**config.mk**
```make
export PLATFORM = sky130hd
export DESIGN_NAME = daq_fifo_sequencer
export DESIGN_NICKNAME = d
export VERILOG_FILES = /design/src/rtl/daq_seq_pkg.sv /design/src/rtl/daq_chan_sel.sv /design/src/rtl/daq_fifo_sequencer.sv
export SDC_FILE = /design/constraint.sdc
export NUM_CORES = 1
export LEC_CHECK = 0
export ABC_AREA = 1
export CAP_MARGIN = 20
export CORE_ASPECT_RATIO = 0.5
export CORE_MARGIN = 8
export CORE_UTILIZATION = 45
export DETAILED_ROUTE_END_ITERATION = 10
export PLACE_DENSITY = 0.69
export REMOVE_ABC_BUFFERS = 1
export SLEW_MARGIN = 20
export SYNTH_ARGS = -nofsm -noshare
export SYNTH_HDL_FRONTEND = slang
export SYNTH_SLANG_ARGS = --single-unit
```
**constraint.sdc**
```tcl
create_clock -name CLKCMS -period 3.4 [get_ports CLKCMS]
set_clock_uncertainty 0.15 [all_clocks]
set_input_delay 0.68 -clock CLKCMS [delete_from_list [all_inputs] [get_ports CLKCMS]]
set_output_delay 0.68 -clock CLKCMS [all_outputs]
set_load 0.02 [all_outputs]
```
**src/rtl/daq_seq_pkg.sv**
```systemverilog
`default_nettype none
//------------------------------------------------------------------------------
// Module : daq_seq_pkg
// Brief  : Shared state codes, frame tags and limits for the readout sequencer.
// Rev    : 1.0  initial release
//------------------------------------------------------------------------------
package daq_seq_pkg;

   localparam int MAX_NCH = 12;

   localparam logic [3:0] TAG_H1 = 4'h9;
   localparam logic [3:0] TAG_H2 = 4'hA;
   localparam logic [3:0] TAG_T1 = 4'hE;
   localparam logic [3:0] TAG_T2 = 4'hF;

   localparam logic [2:0] ST_IDLE = 3'd0;
   localparam logic [2:0] ST_HDR1 = 3'd1;
   localparam logic [2:0] ST_HDR2 = 3'd2;
   localparam logic [2:0] ST_SEL  = 3'd3;
   localparam logic [2:0] ST_READ = 3'd4;
   localparam logic [2:0] ST_TRL1 = 3'd5;
   localparam logic [2:0] ST_TRL2 = 3'd6;
   localparam logic [2:0] ST_POP  = 3'd7;

endpackage
`default_nettype wire

```
**src/rtl/daq_chan_sel.sv**
```systemverilog
`default_nettype none
//------------------------------------------------------------------------------
// Module : daq_chan_sel
// Brief  : Lowest-set-bit encoder over the pending-channel mask.
// Rev    : 1.0  initial release
//------------------------------------------------------------------------------
module daq_chan_sel
   import daq_seq_pkg::*;
#(
   parameter int NCH = 7
) (
   input  logic [NCH-1:0] i_pend,
   output logic [NCH-1:0] o_onehot,
   output logic [3:0]     o_idx,
   output logic           o_none_left
);

   always_comb begin
      o_onehot    = i_pend & (~i_pend + 1'b1);
      o_none_left = ~|i_pend;
      o_idx       = 4'd0;
      for (int i = NCH - 1; i >= 0; i--) begin
         if (i_pend[i]) o_idx = 4'(i);
      end
   end

endmodule
`default_nettype wire

```
**src/rtl/daq_fifo_sequencer.sv**
```systemverilog
`default_nettype none
//------------------------------------------------------------------------------
// Module : daq_fifo_sequencer
// Brief  : Per-L1A event builder: frames and reads active channel FIFOs in order.
// Rev    : 1.0  initial release
//------------------------------------------------------------------------------
module daq_fifo_sequencer
   import daq_seq_pkg::*;
#(
   parameter int         NCH  = 7,
   parameter logic [8:0] STMO = 9'd40
) (
   input  logic            CLKCMS,
   input  logic            RST,
   input  logic            L1ARST,
   input  logic            EVT_EMPTY_B,
   input  logic [NCH-1:0]  DAVMASK,
   input  logic [NCH-1:0]  KILL,
   output logic            EVT_POP,
   input  logic [NCH-1:0]  FFOR_B,
   input  logic [16:0]     DATAIN,
   output logic [NCH-1:0]  OE_B,
   output logic [NCH-1:0]  REN_B,
   input  logic            DOUT_RDY,
   output logic [15:0]     DOUT,
   output logic            DOUT_VLD
);

   logic [2:0]         r_state;
   logic [NCH-1:0]     r_pend;
   logic [NCH-1:0]     r_dav;
   logic [MAX_NCH-1:0] r_tmo;
   logic [11:0]        r_l1acnt;
   logic [11:0]        r_wcnt;
   logic [8:0]         r_tcnt;
   logic [15:0]        r_dout;
   logic               r_vld;

   logic [NCH-1:0]     w_onehot;
   logic [3:0]         w_idx;
   logic               w_none;
   logic               w_fifo_rdy;
   logic               w_ren;
   logic [MAX_NCH-1:0] w_dav_ext;

   daq_chan_sel #(.NCH(NCH)) u_sel (
      .i_pend      (r_pend),
      .o_onehot    (w_onehot),
      .o_idx       (w_idx),
      .o_none_left (w_none)
   );

   // The current channel stays the lowest pending bit until its block ends.
   assign w_fifo_rdy = |(w_onehot & ~FFOR_B);
   assign w_ren      = (r_state == ST_READ) && DOUT_RDY && w_fifo_rdy;

   assign OE_B     = (r_state == ST_SEL || r_state == ST_READ) ? ~w_onehot : '1;
   assign REN_B    = w_ren ? ~w_onehot : '1;
   assign EVT_POP  = (r_state == ST_POP);
   assign DOUT     = r_dout;
   assign DOUT_VLD = r_vld;

   always_comb begin
      w_dav_ext          = '0;
      w_dav_ext[NCH-1:0] = r_dav;
   end

   always_ff @(posedge CLKCMS or posedge RST) begin
      if (RST) begin
         r_state  <= ST_IDLE;
         r_pend   <= '0;
         r_dav    <= '0;
         r_tmo    <= '0;
         r_l1acnt <= '0;
         r_wcnt   <= '0;
         r_tcnt   <= '0;
         r_dout   <= '0;
         r_vld    <= 1'b0;
      end else begin
         r_vld <= 1'b0;
         // A counter clear coinciding with the pop takes priority.
         if (L1ARST)                 r_l1acnt <= '0;
         else if (r_state == ST_POP) r_l1acnt <= r_l1acnt + 12'd1;

         case (r_state)
            ST_IDLE: if (EVT_EMPTY_B) begin
               r_pend  <= DAVMASK & ~KILL;
               r_dav   <= DAVMASK;
               r_state <= ST_HDR1;
            end
            ST_HDR1: if (DOUT_RDY) begin
               r_dout  <= {TAG_H1, r_l1acnt};
               r_vld   <= 1'b1;
               r_wcnt  <= r_wcnt + 12'd1;
               r_state <= ST_HDR2;
            end
            ST_HDR2: if (DOUT_RDY) begin
               r_dout  <= {TAG_H2, w_dav_ext};
               r_vld   <= 1'b1;
               r_wcnt  <= r_wcnt + 12'd1;
               r_state <= ST_SEL;
            end
            ST_SEL: begin
               r_tcnt  <= '0;
               r_state <= w_none ? ST_TRL1 : ST_READ;
            end
            ST_READ: if (DOUT_RDY) begin
               if (w_fifo_rdy) begin
                  r_dout <= DATAIN[15:0];
                  r_vld  <= 1'b1;
                  r_wcnt <= r_wcnt + 12'd1;
                  r_tcnt <= '0;
                  if (DATAIN[16]) begin
                     r_pend  <= r_pend & ~w_onehot;
                     r_state <= ST_SEL;
                  end
               end else if (r_tcnt == STMO - 9'd1) begin
                  r_tmo[w_idx] <= 1'b1;
                  r_pend       <= r_pend & ~w_onehot;
                  r_state      <= ST_SEL;
               end else begin
                  r_tcnt <= r_tcnt + 9'd1;
               end
            end
            ST_TRL1: if (DOUT_RDY) begin
               r_dout  <= {TAG_T1, r_tmo};
               r_vld   <= 1'b1;
               r_wcnt  <= r_wcnt + 12'd1;
               r_state <= ST_TRL2;
            end
            ST_TRL2: if (DOUT_RDY) begin
               r_dout  <= {TAG_T2, r_wcnt};
               r_vld   <= 1'b1;
               r_state <= ST_POP;
            end
            ST_POP: begin
               r_wcnt  <= '0;
               r_tmo   <= '0;
               r_state <= ST_IDLE;
            end
            default: r_state <= ST_IDLE;
         endcase
      end
   end

endmodule
`default_nettype wire

```
# Yosys cells after proc, flatten, opt, wreduce, memory -nomap -nowiden
# Cells that the tools add are included.
# word_totals
register_bits	79
out_inout_bits	32
wordCells	120
# op_classes
add_sub_neg	4
n_lt_le_gt_ge	2
eq_ne	21
n_mux	53
bitwise_logic	9
n_reduce_logical	22
# op_table
op	n
12-bit two-way mux	8
16-bit two-way mux	6
16-bit one-hot mux with 5 select lines	1
7-bit two-way mux	7
3-bit two-way mux	16
12-bit one-hot mux with 3 select lines	1
7-bit AND	4
7-bit NOT	4
9-bit two-way mux	3
12-bit by 1-bit adder with 12-bit output, second input constant	2
12-bit one-hot mux with 2 select lines	1
3-bit one-hot mux with 8 select lines	1
9-bit one-hot mux with 2 select lines	1
2-bit inequality test, second input constant	8
7-bit one-hot mux with 2 select lines	1
7-bit OR reduction	2
3-bit == test, second input constant	4
12-bit bitwise OR	1
9-bit by 1-bit adder with 9-bit output, second input constant	1
9-bit by 6-bit == test with 1-bit output, second input constant	1
4-bit AND reduction	2
8-bit AND reduction	1
2-bit nonzero test	4
7-bit by 1-bit adder with 7-bit output, second input constant	1
21 further kinds	30

# Depth between registers and ports, before layout
# Gate-level depths: netlist (run 1).
# logic_depth
depth_word	16
depth_mapped	13
depth_no_buf	12

# Modules after synthesis
# From an unflattened synthesis (run 1), not the netlist that was laid out.
# unflattened
cells_unflattened	663
hier_area_um2	4849.7
# modules_own_cells
module	instances	cells_each	area_each_um2	seq_area_each_um2
daq_fifo_sequencer	1	632	4714.5	1976.9
daq_chan_sel	1	31	135.1	0.0

# Worst setup path after synthesis (run 1)
# Ideal clock, no wire load.
# synth_path
path_kind	register -> output
start	register r_state[1]
end	output port REN_B[0]
t_arrival_ns	1.550
required_ns	2.570
setup_slack_ns	1.020
stages_incl_launch_ff	9
path_cell_list	dfrtp_1 buf_2 nor2_2 nand2_4 inv_2 clkbuf_1 nand3_1 inv_1 nand2_1
# synth_via
elab_chain_len	4
# synth_rtl
item	line	text
start: declaration	daq_fifo_sequencer.sv:29	logic [2:0] r_state;
start signal: assignment	daq_fifo_sequencer.sv:105	r_state <= w_none ? ST_TRL1 : ST_READ;
3-bit == test	daq_fifo_sequencer.sv:55	assign w_ren = (r_state == ST_READ) && DOUT_RDY && w_fifo_rdy;
1-bit logical AND (2 in a row)	daq_fifo_sequencer.sv:55	
7-bit two-way mux	daq_fifo_sequencer.sv:58	assign REN_B = w_ren ? ~w_onehot : '1;
end: declaration	daq_fifo_sequencer.sv:23	output logic [NCH-1:0] REN_B,
# No other way between the ends.

# Final worst setup path (run 1)
# layout_path
start	register r_state[1]
end	output port OE_B[4]
# layout_via
elab_chain_len	3
word_cells_on_any_way	4
# layout_rtl
item	line	text
3-bit by 2-bit == test with 1-bit output / 3-bit == test (equally long branches)	daq_fifo_sequencer.sv:57	assign OE_B = (r_state == ST_SEL || r_state == ST_READ) ? ~w_onehot : '1;
1-bit logical OR *	daq_fifo_sequencer.sv:57	
7-bit two-way mux *	daq_fifo_sequencer.sv:57	
end: declaration	daq_fifo_sequencer.sv:22	output logic [NCH-1:0] OE_B,
# Every way passes the cells marked *; elsewhere a longest branch is shown, timed or not.

==> out/qor.yml, run 1 <==
status: "finished clean"
cts_root_buf: "clkbuf_16"
drive_above_1_share_pct: 9.78
final_nets: 726
grtUsageMet2_pct: 30.3
grt_max_degree: 39
ctsHoldBuffers: 0
ios: 75
synthToLayoutAreaGrowth_pct: 25.9
cts.sinks: 75
grt-ovfl-total: 0
synth.distinct_cells: 40
cp-start-kind: "flip-flop"
r2r_cells: 11
grtUsageTotal_pct: 18.6
rsz0062_at_grt: "no"
top_usage_layer: "met2"
synth_area_per_cell_um2: 7.49
multi_input_area_mm2: 0.00225
finalSetupViolCount: 0
tightest_slew_ps: 839
setup-tns-final_ps: 0
end_kind: "output port"
h-tree-depth: 3
gp_congestion: 0.876
postSynthCellCount: 606
drtIter0Drc: 307
antenna_found_initial: 0
syn_area_mm2: 0.00454
hold_path.class: "flip-flop to flip-flop"
cts_tree: "built"
dieArea_mm2: 0.0138
ant_nets: 0
powerDensity_mw_per_mm2: 788
min_delay_path_depth: 2
use_met1_pct: 24.9
slew_headroom_pct: 44.0
p_leak_nw: 2.67
seq_area_frac_synth_pct: 41.3
grt_first_pass_wirelength_um: 20500
firstDrtPassIters: 4
clk_pin_slew_ps: 70
drv_slew: 0
final.fill_count: 968
max-clock-path-buffers: 2
post_cts_buffers: 0
grt_pass1_vias: 4032
die_h_um: 87.0
min_period_over_period_pct: 94.3
initial_core_util_pct: 45.3
required_ps: 2570
vdd_drop_max_mv: 0.477
use_met3_pct: 4.26
max_freq_mhz: 312
die_w_um: 158
ys_warn_count: 0
vias_per_cell: 5.07
io_buffers: 74
detail_route.wl_per_cell_um: 14.7
rows: 26
post-route-drc-count: 0
worstPathArrival_ps: 2370
core_area_mm2: 0.0100
num_vias: 4182
seqCellArea_mm2: 0.00188
cap_viol_max_count: 0
num_antenna_cells: 0
totalWireLength_um: 12100
synth-edff-count: 0
post-dp-hpwl_um: 9050
crit_type: "flip-flop to output port"
post-route-min-period_ps: 3200
ys.flop_type: "dfrtp_1"
synthArstFlopShare_pct: 100
ys_ff_latch: 75
numCtsBuffers: 9
finish.utilization_pct: 57.1
crit_fanout: 16
clock_latency_ps: 340
hold_viol: 0
==> layout make-up <==
class / count / area share, %
Inverter: 79 / 5.18
Clock inverter: 6 / 1.12
Multi-Input combinational cell: 433 / 39.4
Clock buffer: 10 / 4.18
Timing Repair Buffer: 82 / 14.3
Sequential cell: 75 / 32.8
Tap cell: 140 / 3.06
==> cells in the final DEF, fill, tap and decap left out, drive strengths merged, types with 3 or more instances in the layout <==
cell type and count:
nand2 173, inv 78, dfrtp 75, clkdlybuf4s50 67, o21ai 64, nor2 57, nand3 42, a21oi 22
nand4 19, nor3 15, xor2 11, clkbuf 10, buf 8, dlygate4sd2 7, a22oi 6, a211oi 4
clkinv 4, o31ai 3, ha 3
==> state kept, by name, summed over array words and instances (netlist names) <==
register / count
r_tcnt: 9
r_l1acnt: 12
r_pend: 7
r_tmo: 8
DOUT_VLD: 1
DOUT: 16
r_dav: 7
r_state: 3
r_wcnt: 12
==> cells by family (layout without fill, tap and decap cells) <==
kind of cell	after synthesis	after routing	share of synthesized area, %
AO/OA/AOI/OAI	108	108	14.0
XOR/XNOR	12	12	2.31
adder cells (fa/ha/maj)	3	3	0.827
buffers and inverters	98	177	9.12
flip-flops	75	75	41.3
multiplexers	2	2	0.496
AND/OR/NAND/NOR	308	308	31.9
==> stage by stage <==
stage	area, µm²	setup slack [ps]	power [mW]	std cells	hold slack, ps
final	5720	195	4.50	825	330
after floorplan	4420	660	2.80	587	284
after global routing	5720	83.7	4.85	825	361
after global placement	5430	-19.6	3.51	809	301
after detailed placement	5430	-60.9	3.54	809	320
after CTS	5720	193	4.52	825	336
==> metal layers <==
layer | vias to the layer above | routed length (µm)
met3 | 9 | 663
met5 | - | 0
li1 | 2142 | -
met2 | 95 | 5680
met1 | 1936 | 5680
met4 | 0 | 96
==> cell usage after synthesis (all sizes together) (2+ instances only) <==
cell	n	area [µm²]
dfrtp	75	1880
o31ai	3	22.5
xor2	11	96.3
o21ai	64	343
a21oi	22	121
inv	77	289
clkinv	2	7.51
mux2	2	22.5
nor3b	2	15.0
clkbuf	5	18.8
o22ai	2	12.5
o32ai	2	17.5
nor3	15	90.1
nand4	19	119
ha	3	37.5
nor2	57	293
nand2	173	702
o2111ai	2	17.5
a22oi	6	45.0
nand3	42	230
a211oi	4	30.0
buf	14	98.8
==> critical path, stage by stage (launching register included) <==
cell and delay (ps):
dfrtp_1 470, nor2_2 200, nand2_4 180, o21ai_1 430, nand2_1 160, clkdlybuf4s50_1 580
==> what timing repair did <==
item                                   in CTS  in global routing
setup endpoints to repair                   7                  0
endpoints found under the hold margin       0                  0
resized for setup                           7                  0
==> report_power, final <==
| group | switching, mW | internal (mW) |
|---|---|---|
| Sequential | 0.241 | 1.16 |
| Combinational | 1.37 | 0.758 |
| Clock | 0.391 | 0.588 |
| Total | 2.00 | 2.51 |
==> final timing paths <==
check                      slack (ps)         to       start
min in group asynchronous         680  r_tcnt[4]         RST
setup / recovery                  200    OE_B[4]  r_state[1]
hold reg to reg                   330    DOUT[3]     DOUT[3]
setup reg to reg                  850   r_tmo[0]  r_state[1]
max in group asynchronous        1700   DOUT[12]         RST
hold / removal                    330    DOUT[3]     DOUT[3]
Power figures use the tool's default switching activity.
==> run 2: changes to the inputs <==
CORE_UTILIZATION = 30   (was 45)
PLACE_DENSITY = default   (was 0.69)
==> run 2 against run 1 <==
Compared with the run above: sequential cell count unchanged; critical path depth unchanged; sequential share of layout area decreased by 0.59 points; largest power group unchanged; largest cell class unchanged.
==> out/qor.yml, run 2 (synthesis results as in run 1) <==
status: "finished clean"
cap_viol_max_count: 0  # unchanged
totalWireLength_um: 12800  # +6.0%
h-tree-depth: 3  # unchanged
core_area_mm2: 0.0146  # +46%
io_buffers: 74  # unchanged
worst_r2r_endpoint: "r_tmo[0]"
slew_headroom_pct: 57.8  # +14 points
cts.sinks: 75  # unchanged
drive_above_1_share_pct: 9.91  # +0.13 points
max-clock-path-buffers: 2  # unchanged
use_met1_pct: 17.4  # -7.4 points
grt_max_degree: 27  # -31%
end_kind: "output port"
largest_reg_flops: 16  # unchanged
clockPowerShare_pct: 22.0  # +0.3 points
ios: 75  # unchanged
antenna_found_initial: 0  # unchanged
top_usage_layer: "met2"
rsz0062_at_grt: "no"
grtUsageTotal_pct: 13.4  # -5.2 points
gp_congestion: 0.832  # -5.1%
holdPathEnd: "r_tmo[7]"
min_delay_path_depth: 2  # unchanged
dieArea_mm2: 0.0196  # +42%
grt-ovfl-total: 0  # unchanged
min_period_over_period_pct: 91.3  # -2.9 points
synthToLayoutAreaGrowth_pct: 28.2
vias_per_cell: 4.70  # -7.2%
post_dp_cell_area_mm2: 0.00549  # +1.2%
final_nets: 727  # +0.14%
max_freq_mhz: 322  # +3.2%
p_int_mw: 2.55  # +1.6%
rows: 31  # +19%
vdd_drop_max_mv: 0.343  # -28%
required_ps: 2570  # about the same
use_met3_pct: 2.73  # -1.5 points
powerDensity_mw_per_mm2: 781  # -0.79%
cts_root_buf: "clkbuf_16"
post-route-min-period_ps: 3100  # -100 ps
post-dp-hpwl_um: 9780  # +8.0%
mostFrequentLayoutCells: "164 x nand2_1, 75 x dfrtp_1, 69 x inv_1"
die_h_um: 103  # +18%
layout_commonest_cell: "nand2_1"
hold_viol: 0  # unchanged
hold_path.class: "flip-flop to flip-flop"
r2r-start: "r_state[1]"
initial_core_util_pct: 31.1  # -14 points
fin_ws_ps: 295  # +100 ps
num_antenna_cells: 0  # unchanged
grt_pass1_vias: 4113  # +2.0%
min_from: "r_tmo[7]"
worstPathArrival_ps: 2270  # -100 ps
cp-start-kind: "flip-flop"
final.fill_count: 1511  # +56%
cts_tree: "built"
tightest_slew_ps: 628  # -211 ps
p_leak_nw: 2.69  # +0.84%
place_ws_ps: 59.8  # +121 ps
switching_share_pct: 44.0  # -0.34 points
setup-tns-final_ps: 0  # unchanged
crit_type: "flip-flop to output port"
grtUsageMet2_pct: 22.0  # -8.2 points
fin_area_mm2: 0.00582  # +1.8%
regToRegSetupSlack_ps: 850  # about the same
p_switching_mw: 2.00  # +0.27%
num_vias: 4158  # -0.57%
clock_latency_ps: 340  # about the same
crit_fanout: 16  # unchanged
firstDrtPassIters: 4  # unchanged
ant_nets: 0  # unchanged
post_cts_buffers: 0  # unchanged
clk_pin_slew_ps: 60  # about the same
finalSetupViolCount: 0  # unchanged
p_seq_share_pct: 30.7  # -0.4 points
grt_first_pass_wirelength_um: 21000  # +2.2%
numCtsBuffers: 9  # unchanged
die_w_um: 190  # +20%
drv_slew: 0  # unchanged
r2r_cells: 11  # unchanged
drtIter0Drc: 271  # -12%
post-route-drc-count: 0  # unchanged
combPwrFrac_pct: 47.3  # +0.2 points
detail_route.wl_per_cell_um: 14.5  # -1.1%
## run 2: what timing repair did
item                                    4_1_cts  5_1_grt
hold buffers                                  0        0
resized for setup                             0        7
endpoints found under the setup margin        0        7
## run 2: metal layers
layer / vias to the layer above / share of wire [%]
li1: 2133 / -
met4: 0 / 2.1
met5: - / 0
met3: 21 / 4.1
met1: 1918 / 47
met2: 86 / 47
## run 2: critical path: stages (launching register included)
cell and delay, ps:
dfrtp_1 460, nor2_2 210, nand2_4 180, o21ai_1 400
nand2_1 100, clkdlybuf4s50_1 580
## run 2: through the flow
stage / hold slack (ps) / utilization [%] / std cells / total power [mW]
floorplan: 284 / - / 587 / 2.80
global placement: 303 / 37.6 / 868 / 3.54
detailed placement: 308 / 37.6 / 868 / 3.57
CTS: 322 / 39.7 / 884 / 4.59
global route: 340 / 39.8 / 884 / 4.89
finish: 325 / 39.8 / 884 / 4.55
## run 2: area by class of cell
| class | count | area (µm²) | area share (%) |
|---|---|---|---|
| Multi-Input combinational cell | 433 | 2250 | 38.6 |
| Inverter | 79 | 297 | 5.09 |
| Tap cell | 198 | 248 | 4.25 |
| Clock inverter | 4 | 47.5 | 0.816 |
| Clock buffer | 12 | 267 | 4.58 |
| Sequential cell | 75 | 1880 | 32.2 |
| Timing Repair Buffer | 83 | 838 | 14.4 |
## run 2: power by group through the flow
stage,registers (mW),clock network (mW),logic (mW)
6_report,1.40,1.00,2.15
5_1_grt,1.44,1.06,2.39
4_1_cts,1.40,1.03,2.17
3_5_place_dp,1.41,0,2.16
3_3_place_gp,1.41,0,2.13
2_1_floorplan,1.46,0,1.34
## run 2: worst max-delay path by stage
| stage | from | endpoint | slack [ps] | depth (start not counted) |
|---|---|---|---|---|
| finish | r_state[1] | OE_B[0] | 300 | 5 |
| global route | r_state[1] | OE_B[1] | 150 | 5 |
| CTS | FFOR_B[1] | REN_B[4] | 50 | 12 |
| detailed placement | FFOR_B[1] | REN_B[4] | 60 | 12 |
| global placement | FFOR_B[1] | REN_B[0] | 80 | 12 |
| floorplan | RST | DOUT[0] | 660 | 1 |
==> run 3: changes to the inputs <==
CORE_UTILIZATION = 45   (was 30)
PLACE_DENSITY = 0.69   (was default)
==> results of run 3 <==
The final DEF is identical to that of run 1; final timing and power are the same.
